File: config.mk
export PLATFORM = sky130hd
export DESIGN_NAME = store_align_unit
export DESIGN_NICKNAME = d
export VERILOG_FILES = /design/src/rtl/store_pkg.sv /design/src/rtl/store_lane_gen.sv /design/src/rtl/store_align_unit.sv
export SDC_FILE = /design/constraint.sdc
export NUM_CORES = 1
export LEC_CHECK = 0
export CORE_MARGIN = 10
export CORE_UTILIZATION = 60
export DETAILED_ROUTE_END_ITERATION = 8
export DONT_BUFFER_PORTS = 1
export GPL_TIMING_DRIVEN = 0
export PLACE_DENSITY = 0.76
export REMOVE_ABC_BUFFERS = 1
export SYNTH_ARGS = -nofsm -noshare
export SYNTH_HDL_FRONTEND = slang
export SYNTH_SLANG_ARGS = --single-unit
File: constraint.sdc
create_clock -name clk -period 7.4 [get_ports clk]
set_clock_uncertainty 0.05 [all_clocks]
set_input_delay 0.74 -clock clk [delete_from_list [all_inputs] [get_ports clk]]
set_output_delay 0.74 -clock clk [all_outputs]
set_load 0.01 [all_outputs]
File: src/rtl/store_pkg.sv
// Shared types and byte-enable constants for the store alignment path.
package store_pkg;

  typedef enum logic [2:0] {
    SB  = 3'b000,
    SH  = 3'b001,
    SW  = 3'b010,
    SWL = 3'b100,
    SWR = 3'b101
  } store_op_e;

  typedef enum logic [1:0] {
    NONE    = 2'b00,
    ADES    = 2'b01,
    ILLEGAL = 2'b10
  } exc_cause_e;

  typedef enum logic {
    EMPTY = 1'b0,
    FULL  = 1'b1
  } slot_state_e;

  localparam logic [3:0] BE_BYTE    = 4'b0001;
  localparam logic [3:0] BE_HALF_LO = 4'b0011;
  localparam logic [3:0] BE_HALF_HI = 4'b1100;
  localparam logic [3:0] BE_WORD    = 4'b1111;

endpackage

File: src/rtl/store_lane_gen.sv
// Combinational lane steering: op + low address bits -> byte enables, lane data, fault cause.
// SWL/SWR are legal only when STORE_ALIGN_SWLR_EN is defined.
module store_lane_gen
  import store_pkg::*;
(
  input  logic [2:0]  op,
  input  logic [1:0]  addr_lo,
  input  logic [31:0] wdata,
  output logic [3:0]  be,
  output logic [31:0] lane_data,
  output exc_cause_e  cause
);

  always_comb begin
    // NOTE: every output gets a default first so no path through the case infers a latch.
    be        = '0;
    lane_data = '0;
    cause     = NONE;
    case (store_op_e'(op))
      SB: begin
        lane_data = {4{wdata[7:0]}};
        be        = BE_BYTE << addr_lo;
      end
      SH: begin
        lane_data = {2{wdata[15:0]}};
        be        = addr_lo[1] ? BE_HALF_HI : BE_HALF_LO;
        if (addr_lo[0]) cause = ADES;
      end
      SW: begin
        lane_data = wdata;
        be        = BE_WORD;
        if (addr_lo != 2'b00) cause = ADES;
      end
`ifdef STORE_ALIGN_SWLR_EN
      // SWL writes the top (a+1) bytes of rt into lanes a..0; SWR writes the low bytes into lanes 3..a.
      SWL: begin
        lane_data = wdata >> {~addr_lo, 3'b000};
        be        = BE_WORD >> ~addr_lo;
      end
      SWR: begin
        lane_data = wdata << {addr_lo, 3'b000};
        be        = BE_WORD << addr_lo;
      end
`endif
      default: cause = ILLEGAL;
    endcase
  end

endmodule

File: src/rtl/store_align_unit.sv
// Store alignment unit: registered write slot, outstanding-write counter, exception pulse.
// Optional SWL/SWR support via STORE_ALIGN_SWLR_EN.
module store_align_unit
  import store_pkg::*;
#(
  parameter int MAX_OUTSTANDING = 2,
  parameter int CNT_W           = 3
) (
  input  logic        clk,
  input  logic        rst_n,
  input  logic        req_valid,
  output logic        req_ready,
  input  logic [2:0]  req_op,
  input  logic [31:0] req_addr,
  input  logic [31:0] req_wdata,
  output logic        mem_valid,
  input  logic        mem_ready,
  output logic [31:0] mem_addr,
  output logic [31:0] mem_wdata,
  output logic [3:0]  mem_be,
  input  logic        mem_ack,
  output logic        exc_valid,
  output logic [1:0]  exc_cause,
  output logic [31:0] exc_badvaddr,
  output logic        idle
);

  slot_state_e      slot_q;
  logic [CNT_W-1:0] cnt_q;
  logic [CNT_W:0]   in_flight;
  logic [3:0]       lane_be;
  logic [31:0]      lane_data;
  exc_cause_e       lane_cause;
  logic             accept, fault, issue, ack_eff;

  store_lane_gen u_lane_gen (
    .op        (req_op),
    .addr_lo   (req_addr[1:0]),
    .wdata     (req_wdata),
    .be        (lane_be),
    .lane_data (lane_data),
    .cause     (lane_cause)
  );

  assign mem_valid = (slot_q == FULL);
  assign idle      = !mem_valid && (cnt_q == '0);

  // A same-cycle ack is deliberately not credited, keeping ready off the ack path.
  assign in_flight = {1'b0, cnt_q} + {{CNT_W{1'b0}}, mem_valid};
  assign req_ready = (!mem_valid || mem_ready) && (in_flight < (CNT_W+1)'(MAX_OUTSTANDING));

  assign accept  = req_valid && req_ready;
  assign fault   = (lane_cause != NONE);
  assign issue   = mem_valid && mem_ready;
  assign ack_eff = mem_ack && (cnt_q != '0);

  always_ff @(posedge clk or negedge rst_n) begin
    if (!rst_n) begin
      slot_q       <= EMPTY;
      mem_addr     <= '0;
      mem_wdata    <= '0;
      mem_be       <= '0;
      cnt_q        <= '0;
      exc_valid    <= 1'b0;
      exc_cause    <= '0;
      exc_badvaddr <= '0;
    end else begin
      // NOTE: non-blocking assignments so every register samples pre-edge values.
      if (accept && !fault) begin
        slot_q    <= FULL;
        mem_addr  <= {req_addr[31:2], 2'b00};
        mem_wdata <= lane_data;
        mem_be    <= lane_be;
      end else if (mem_ready) begin
        slot_q <= EMPTY;
      end

      case ({issue, ack_eff})
        2'b10:   cnt_q <= cnt_q + 1'b1;
        2'b01:   cnt_q <= cnt_q - 1'b1;
        default: cnt_q <= cnt_q;
      endcase

      exc_valid <= accept && fault;
      if (accept && fault) begin
        exc_cause    <= lane_cause;
        exc_badvaddr <= req_addr;
      end
    end
  end

`ifndef SYNTHESIS
  a_ack_underflow: assert property (@(posedge clk) disable iff (!rst_n) mem_ack |-> (cnt_q != '0));
  a_cnt_bound:     assert property (@(posedge clk) disable iff (!rst_n) in_flight <= (CNT_W+1)'(MAX_OUTSTANDING));
`endif

endmodule

==> out/qor.yml, run 1 <==
status: "completed"
cts.sinks: 105
h-tree-depth: 3
slew-limit-headroom_pct: 27.6
rsz0062_at_grt: "no"
swShare_pct: 34.3
ios: 178
hold_violations: 0
hold-worst-slack_ps: 163
post_dp_cell_area_um2: 4790
start_util_pct: 62.3
setup_tns_ps: 0
ys.flop_type: "dfrtp_1"
path_class: "register to register"
r2r_slack_ps: 4200
setup_violations: 0
start_kind: "register"
dp.cells: 421
drv_cap: 0
rr_startpoint: "mem_valid$_DFFE_PN0P_"
cts-root-buf: "clkbuf_8"
clockBufferDepth: 2
synth_edf_count: 0
syn-cell-area_um2: 4840
postLayoutCoreUtil_pct: 65.4
grt_overflow: 0
synth_cells: 341
n_antenna_cell: 0
p_switching_mw: 0.675
fillerInstances: 570
dp_hpwl_um: 7670
routedWlPerCell_um: 24.3
synth_common_cells: "dfrtp_1, mux2_2, mux2_4"
p_clk_share_pct: 17.5
grtUsageTotal_pct: 17.2
grt_max_degree: 101
power.internal_mw: 1.29
drt_iter0_markers: 116
viasPerCell: 5.90
grt_pass1_vias: 2774
crit_path_max_fanout: 33
power_mw: 1.97
gp_congestion: 0.735
clock.fmax_ghz: 0.312
cts_tree: "done"
yosysSeqAreaShare_pct: 54.3
tightest_slew_ps: 1080
design.core.area_um2: 7770
grt_pass1_wl_um: 16200
synth_area_leaders: "dfrtp_1, mux2_2, mux2_4"
layout-drive-gt1-share_pct: 37.1
ys_types: 40
clkLatencyLatePin_ps: 350
final_cell_area_um2: 5080
powerDensity_nw_per_um2: 388
die_area_um2: 12100
nets: 412
die_h_um: 110
num_vias: 2621
dp_slack_ps: 4200
slew_violations: 0
async_flop_share_pct: 100
worstPathArrival_ps: 3400
end_kind: "register"
dieWidth_um: 110
required_ps: 7600
yosysTopAreaCellShare_pct: 54.3
synthesis.area_per_instance_um2: 14.2
cts_setup_buffers: 0
port_buffers: 0
cts_resized: 0
comb_power_share_pct: 23.9
fin_crit_sh_pct: 43.3
r2r_end: "exc_badvaddr[31]$_DFFE_PN0P_"
yosys_warnings: 0
fin_cells: 444
irDropWorstVdd_mv: 0.199
wl_um: 10800
syn_to_final_growth_pct: 5.04
worst_slack_ps: 4200
min_period_ps: 3200
numCtsBuffers: 9
rows: 32
antenna_found_initial: 0
clk_pin_slew_worst_paths_ps: 100
ff2ff_path_depth: 6
synth.most_common_cell: "dfrtp_1"
leakage_nw: 2.30
postRouteAntennaNets: 0
drcViolationCount: 0
synth_top_cell_by_area: "dfrtp_1"
synth_seq_cells: 105
drt-pass1-iter-count: 4
hold_path.class: "input port to async pin"
seqPwrFrac_pct: 58.6
==> power groups by stage <==
stage / Combinational (mW) / Sequential, mW / Clock [mW]
finish: 0.470 / 1.15 / 0.346
global route: 0.514 / 1.19 / 0.385
detailed placement: 0.458 / 1.18 / 0
floorplan: 0.405 / 1.08 / 0
CTS: 0.463 / 1.17 / 0.360
global placement: 0.435 / 1.17 / 0
==> state kept, by name, summed over array words and instances, names as in the netlist <==
name	flops
exc_cause	2
mem_wdata	32
mem_valid	1
mem_be	4
exc_valid	1
mem_addr	30
cnt_q	3
exc_badvaddr	32
==> worst max-delay path, cell delays in order, from the launching register on <==
cell and delay [ps]:
dfrtp_1 480, and2_2 240, ha_1 290, or2b_2 290, or4_4 450, nor2_4 820, mux2_2 430
==> cell usage in the layout, fill, tap and decap left out, drive strengths merged, types with 2 or more instances in the layout <==
master	Yosys	final
clkinv	0	2
or3	2	2
a2bb2oi	16	16
xor2	4	4
buf	15	3
nor2	29	29
clkbuf	9	10
a21oi	12	12
conb	1	2
dfrtp	105	105
a21o	2	2
nor2b	12	12
nor4	2	2
inv	7	9
ha	2	2
mux2i	12	12
o21ai	3	3
mux2	95	95
dlygate4sd3	0	5
==> routing by layer <==
metal / wire (µm) / part of all wire [%] / up-vias / global-route usage (%)
li1: - / - / 1173 / -
met1: 3720 / 34 / 1349 / 18.2
met2: 5910 / 55 / 89 / 30.7
met3: 1090 / 10 / 10 / 7.43
met4: 91 / 0.84 / 0 / 4.18
met5: 0 / 0 / - / 0
==> cells by family (layout without fill, tap and decap cells) <==
kind of cell    Yosys count  after routing  share of synthesized area [%]
compound gates           35             35                           5.38
flops                   105            105                           54.3
other cells               1              2                         0.0775
xor+xnor                  5              5                          0.905
buf+inv                  31             31                           4.94
mux                     107            107                           27.3
fa+ha+maj                 3              3                          0.931
simple gates             54             54                           6.15
==> how the worst max path moves through the flow <==
stage	endpoint	start	slack, ps
after floorplan	mem_addr[2]$_DFFE_PN0P_	mem_valid$_DFFE_PN0P_	3390
after global placement	mem_wdata[9]$_DFFE_PN0P_	mem_valid$_DFFE_PN0P_	2490
after detailed placement	exc_badvaddr[31]$_DFFE_PN0P_	mem_valid$_DFFE_PN0P_	4200
after CTS	exc_badvaddr[31]$_DFFE_PN0P_	mem_valid$_DFFE_PN0P_	4180
after global routing	exc_badvaddr[31]$_DFFE_PN0P_	mem_valid$_DFFE_PN0P_	4070
final	exc_badvaddr[31]$_DFFE_PN0P_	mem_valid$_DFFE_PN0P_	4200
==> what timing repair did <==
action                                 4_1_cts  5_1_grt
setup endpoints to repair                    0        0
hold buffers                                 4        3
endpoints found under the hold margin        1       52
==> area by class of cell <==
type	count	area [µm²]	area share, %
timing repair buffer	8	125	2.46
clock inverter	6	65.1	1.28
multi-input combinational	206	1980	39.0
tap	102	128	2.51
clock buffer	10	128	2.51
inverter	7	26.3	0.517
sequential	105	2630	51.7
Power figures use the tool's default switching activity.
==> inputs of run 2 (changes only) <==
==> constraint.sdc (replaced) <==
create_clock -name clk -period 3.3 [get_ports clk]
set_clock_uncertainty 0.05 [all_clocks]
set_input_delay 0.33 -clock clk [delete_from_list [all_inputs] [get_ports clk]]
set_output_delay 0.33 -clock clk [all_outputs]
set_load 0.01 [all_outputs]
==> run 2 against run 1 <==
  * Utilization down 0.76 points
  * Global-route usage down 0.17 points
  * First-iteration DRC count up 10%
  * Final area down 1.2%
  * Register-to-register slack worse by 4100 ps
  * Critical endpoint unchanged
  * Highest routed layer unchanged
==> out/qor.yml, run 2 (synthesized netlist as in run 1, its figures left out) <==
dieWidth_um: 110  # unchanged
path_class: "register to register"
r2r_slack_ps: 130  # -4060 ps
met2_usage_pct: 30.6  # -0.17 points
cts.sinks: 105  # unchanged
hold_violations: 0  # unchanged
max_stage_delay_ps: 820  # about the same
slew-limit-headroom_pct: 27.4  # -0.21 points
rsz0062_at_grt: "no"
grt_overflow: 0  # unchanged
clockBufferDepth: 2  # unchanged
grt_pass1_vias: 2750  # -0.87%
final_cell_area_um2: 5020  # -1.2%
crit_path_start: "mem_valid$_DFFE_PN0P_"
irDropWorstVdd_mv: 0.448  # +120%
grtUsageMet1_pct: 17.9  # -0.37 points
grt_pass1_wl_um: 16100  # -0.97%
end_kind: "register"
clk_pin_slew_worst_paths_ps: 100  # about the same
grt_max_degree: 106  # +5.0%
powerDensity_nw_per_um2: 879  # +130%
cts_tree: "done"
start_util_pct: 62.3  # unchanged
die_h_um: 110  # unchanged
drt-pass1-iter-count: 4  # unchanged
drv_cap: 0  # unchanged
worstPathArrival_ps: 3360  # -40 ps
grtUsageTotal_pct: 17.0  # -0.17 points
layout_common_cells: "dfrtp_1, mux2_2, mux2_4, nor2_1, a2bb2oi_1"
clock.fmax_ghz: 0.316  # +1.1%
min_period_ps: 3170  # -35.8 ps
cts_setup_buffers: 0  # unchanged
cts-root-buf: "clkbuf_8"
ff2ff_path_depth: 6  # unchanged
tightest_slew_ps: 1090  # +3.09 ps
power_mw: 4.41  # +120%
hold_path.class: "input port to register"
nets: 407  # -1.2%
post_dp_cell_area_um2: 4790  # unchanged
antenna_found_initial: 0  # unchanged
n_antenna_cell: 0  # unchanged
clkLatencyLatePin_ps: 350  # about the same
reg_top3: "exc_badvaddr x32, mem_wdata x32, mem_addr x30"
required_ps: 3500  # -4100 ps
r2r_end: "exc_badvaddr[31]$_DFFE_PN0P_"
port_buffers: 0  # unchanged
rows: 32  # unchanged
final_common_cell: "dfrtp_1"
cp_slowest_cell: "nor2_4"
fin_crit_sh_pct: 96.0  # +53 points
numCtsBuffers: 9  # unchanged
syn_to_final_growth_pct: 3.83
crit_path_max_fanout: 33  # unchanged
h-tree-depth: 3  # unchanged
die_area_um2: 12100  # unchanged
rr_startpoint: "mem_valid$_DFFE_PN0P_"
dp_hpwl_um: 7670  # unchanged
start_kind: "register"
hold_path.startpoint: "req_addr[24]"
fillerInstances: 574  # +0.70%
cp_cell_sequence: "and2_2 > ha_1 > or2b_2 > or4_4 > nor2_4 > mux2_2"
routedWlPerCell_um: 24.2  # -0.59%
drt_iter0_markers: 128  # +10%
min_to: "mem_addr[24]$_DFFE_PN0P_"
wl_um: 10600  # -1.7%
drcViolationCount: 0  # unchanged
num_vias: 2580  # -1.6%
min_path_cells: 1
grt_util_met3_pct: 7.43  # unchanged
slew_violations: 0  # unchanged
busiest_layer: "met2"
viasPerCell: 5.88  # -0.44%
gp_congestion: 0.735  # unchanged
ios: 178  # unchanged
design.core.area_um2: 7770  # unchanged
leakage_nw: 2.28  # -1.2%
setup_violations: 0  # unchanged
layout-drive-gt1-share_pct: 37.7  # +0.55 points
status: "completed"
postRouteAntennaNets: 0  # unchanged
## run 2: cell count changes in the layout (fill, tap and decap cells not counted), sizes merged
| cell | delta |
|---|---|
| buf | -1 |
| dlygate4sd3 | -4 |
## run 2: layout make-up
class                           instances  area [µm²]  area share (%)
Clock buffer                           10         128            2.54
Clock inverter                          6        65.1            1.30
Inverter                                7        26.3           0.523
Multi-Input combinational cell        206        1980            39.5
Sequential cell                       105        2630            52.3
Tap cell                              102         128            2.54
Timing Repair Buffer                    3        65.1            1.30
## run 2: worst max path at each step
stage	to	slack, ps	cells after the start
finish	exc_badvaddr[31]$_DFFE_PN0P_	130	6
CTS	exc_badvaddr[31]$_DFFE_PN0P_	80	6
global placement	mem_wdata[9]$_DFFE_PN0P_	-1610	5
global route	exc_badvaddr[31]$_DFFE_PN0P_	10	6
floorplan	mem_addr[2]$_DFFE_PN0P_	-710	5
detailed placement	exc_badvaddr[31]$_DFFE_PN0P_	100	6
## run 2: critical path: cells and delay by family (launching register included)
kind | cells | cell delay (ps)
adders and majority gates | 1 | 290
DFF | 1 | 470
muxes | 1 | 430
and+or+nand+nor | 4 | 1770
## run 2: power by group
part | internal [mW] | switching, mW
Sequential | 1.85 | 0.736
Combinational | 0.691 | 0.356
Clock | 0.354 | 0.424
Total | 2.90 | 1.52
## run 2: what timing repair did
item / 4_1_cts / 5_1_grt
hold endpoints to repair: 105 / 0
resized for setup: 0 / 1
setup endpoints to repair: 0 / 17
hold buffers: 2 / 0
## run 2: layer usage
layer  up-vias  wire length (µm)
met5         -                 0
met4         0                91
met1      1324              3680
li1       1161                 -
met3        10              1070
met2        85              5780
## run 2: stage by stage
stage	setup WS, ps	TNS [ps]	utilization (%)	cells	hold slack [ps]
2_1_floorplan	-713	-44350	-	318	-15.6
3_3_place_gp	-1610	-105380	61.2	420	-12.9
3_5_place_dp	102	0	61.7	421	-12.4
4_1_cts	83.0	0	64.7	439	45.5
5_1_grt	11.1	0	64.7	439	29.6
6_report	133	0	64.7	439	61.6
==> inputs of run 3 (changes only) <==
--- a/config.mk
+++ b/config.mk
@@ -6,11 +6,11 @@
 export NUM_CORES = 1
 export LEC_CHECK = 0
 export CORE_MARGIN = 10
-export CORE_UTILIZATION = 60
+export CORE_UTILIZATION = 57
 export DETAILED_ROUTE_END_ITERATION = 8
 export DONT_BUFFER_PORTS = 1
 export GPL_TIMING_DRIVEN = 0
-export PLACE_DENSITY = 0.76
+export PLACE_DENSITY = 0.75
 export REMOVE_ABC_BUFFERS = 1
 export SYNTH_ARGS = -nofsm -noshare
 export SYNTH_HDL_FRONTEND = slang
==> constraint.sdc (replaced) <==
create_clock -name clk -period 2.87 [get_ports clk]
set_clock_uncertainty 0.05 [all_clocks]
set_input_delay 0.287 -clock clk [delete_from_list [all_inputs] [get_ports clk]]
set_output_delay 0.287 -clock clk [all_outputs]
set_load 0.01 [all_outputs]
==> run 3 against run 2 <==
  * Count of clock-buffer cells in the layout did not move
  * Via count increased by 5.5%
  * Register-to-register slack improved by 70 ps
  * Non-clock buffer count is 22 higher
  * Setup slack gained 73 ps
  * Wire length rose by 6.6%
  * Hold slack got worse by 38 ps
  * First-iteration DRC count increased by 13%
  * Fmax is 19% higher
  * Final area up 5.7%
==> out/qor.yml, run 3 (synthesized netlist as in run 1, its figures left out) <==
antenna_found_initial: 0  # unchanged
ff2ff_path_depth: 5  # -1
grt_pass1_wl_um: 17900  # +11%
r2r_end: "mem_wdata[16]$_DFFE_PN0P_"
drv_cap: 0  # unchanged
port_buffers: 0  # unchanged
design.core.area_um2: 8260  # +6.3%
layout-drive-gt1-share_pct: 36.8  # -0.84 points
die_h_um: 112  # +2.1%
clk_pin_slew_worst_paths_ps: 100  # about the same
grtUsageTotal_pct: 17.6  # +0.52 points
tightest_slew_ps: 1000  # -84.7 ps
ios: 178  # unchanged
clock.fmax_ghz: 0.375  # +19%
num_vias: 2723  # +5.5%
clkLatencyLatePin_ps: 350  # about the same
nets: 431  # +5.9%
die_area_um2: 12600  # +4.3%
powerDensity_nw_per_um2: 985  # +12%
irDropWorstVdd_mv: 0.524  # +17%
min_period_ps: 2660  # -503 ps
setup_violations: 0  # unchanged
start_kind: "register"
worst_slack_ps: 206  # +73.3 ps
cts_tree: "done"
drt_iter0_markers: 144  # +13%
fin_crit_sh_pct: 92.8  # -3.2 points
n_antenna_cell: 0  # unchanged
numCtsBuffers: 9  # unchanged
min_path_cells: 1  # unchanged
viasPerCell: 5.84  # -0.57%
hold_path.startpoint: "req_addr[15]"
wl_um: 11300  # +6.6%
routedWlPerCell_um: 24.3  # +0.40%
hold_path.class: "input port to register"
drcViolationCount: 0  # unchanged
worstPathArrival_ps: 2850  # -510 ps
end_kind: "register"
postRouteAntennaNets: 0  # unchanged
syn_to_final_growth_pct: 9.77
h-tree-depth: 3  # unchanged
cts.sinks: 105  # unchanged
drt-pass1-iter-count: 4  # unchanged
r2r_slack_ps: 210  # +70 ps
slew-limit-headroom_pct: 33.0  # +5.5 points
clockBufferDepth: 2  # unchanged
start_util_pct: 58.6  # -3.7 points
grt_max_degree: 106  # unchanged
min_to: "mem_addr[15]$_DFFE_PN0P_"
hold_violations: 0  # unchanged
reg_top3: "exc_badvaddr x32, mem_wdata x32, mem_addr x30"
slew_violations: 0  # unchanged
dieWidth_um: 112  # +2.1%
dp_hpwl_um: 7740  # +0.81%
rr_startpoint: "mem_valid$_DFFE_PN0P_"
rows: 33  # +3.1%
layout_common_cells: "dfrtp_1, mux2_2, mux2_4, nor2_1, dlygate4sd3_1"
hold-worst-slack_ps: 23.9  # -37.7 ps
required_ps: 3060  # -440 ps
grt_pass1_vias: 2903  # +5.6%
cts-root-buf: "clkbuf_8"
dp_slack_ps: -368  # -470 ps
path_class: "register to register"
status: "completed"
rsz0062_at_grt: "no"
leakage_nw: 2.39  # +5.3%
crit_path_max_fanout: 17  # -48%
grt_overflow: 0  # unchanged
gp_congestion: 0.726  # -1.3%
final_common_cell: "dfrtp_1"
-- run 3: final cells by class --
| type | count | area [µm²] |
|---|---|---|
| inverters | 7 | 26.3 |
| multi-input cells | 208 | 2010 |
| repair buffers | 25 | 305 |
| flip-flops and latches | 105 | 2630 |
| clock buffers | 10 | 138 |
| clock inverters | 6 | 72.6 |
| fillers | 629 | 2950 |
| well taps | 105 | 131 |
-- run 3: critical path: stages, from the launching register on --
cell	delay [ps]
dfrtp_1	480
and2_2	230
ha_1	320
nor4_4	490
and3_2	590
mux2_2	380
-- run 3: worst max-delay path by stage --
stage                               start                           end  cells past startpoint
floorplan           mem_valid$_DFFE_PN0P_       mem_addr[2]$_DFFE_PN0P_                      5
global placement    mem_valid$_DFFE_PN0P_     mem_wdata[12]$_DFFE_PN0P_                      5
detailed placement  mem_valid$_DFFE_PN0P_  exc_badvaddr[22]$_DFFE_PN0P_                      6
CTS                 mem_valid$_DFFE_PN0P_     mem_wdata[17]$_DFFE_PN0P_                      5
global route        mem_valid$_DFFE_PN0P_      mem_wdata[3]$_DFFE_PN0P_                      5
finish              mem_valid$_DFFE_PN0P_     mem_wdata[16]$_DFFE_PN0P_                      5
-- run 3: repair_timing --
action / 4_1_cts / 5_1_grt
hold endpoints to repair: 125 / 3
setup buffers: 4 / 0
hold buffers: 17 / 3
endpoints found under the setup margin: 65 / 0
gates resized for setup: 2 / 0
-- run 3: where the power goes --
| part | total [mW] | leakage, nW | switching [mW] | internal (mW) |
|---|---|---|---|---|
| Clock | 0.933 | 0.103 | 0.496 | 0.437 |
| Sequential | 2.99 | 1.30 | 0.859 | 2.13 |
| Combinational | 1.31 | 0.989 | 0.449 | 0.861 |
| Total | 5.23 | 2.39 | 1.80 | 3.43 |
-- run 3: stage by stage --
stage                     area [µm²]  cells  setup TNS [ps]  power [mW]  util, %
after floorplan                 4630    318          -73160        3.83        -
after global placement          4760    423         -143620        4.14     57.7
after detailed placement        4790    424          -15300        4.22     58.0
after CTS                       5280    463               0        5.30     64.0
after global routing            5310    466               0        5.52     64.3
final                           5310    466               0        5.23     64.3
-- run 3: metal layers --
metal / up-vias / share of wire, % / track usage (%)
met2: 94 / 54 / 30.9
met1: 1404 / 36 / 18.7
li1: 1216 / - / -
met5: - / 0 / 0
met4: 0 / 1.0 / 5.33
met3: 9 / 9.0 / 7.24
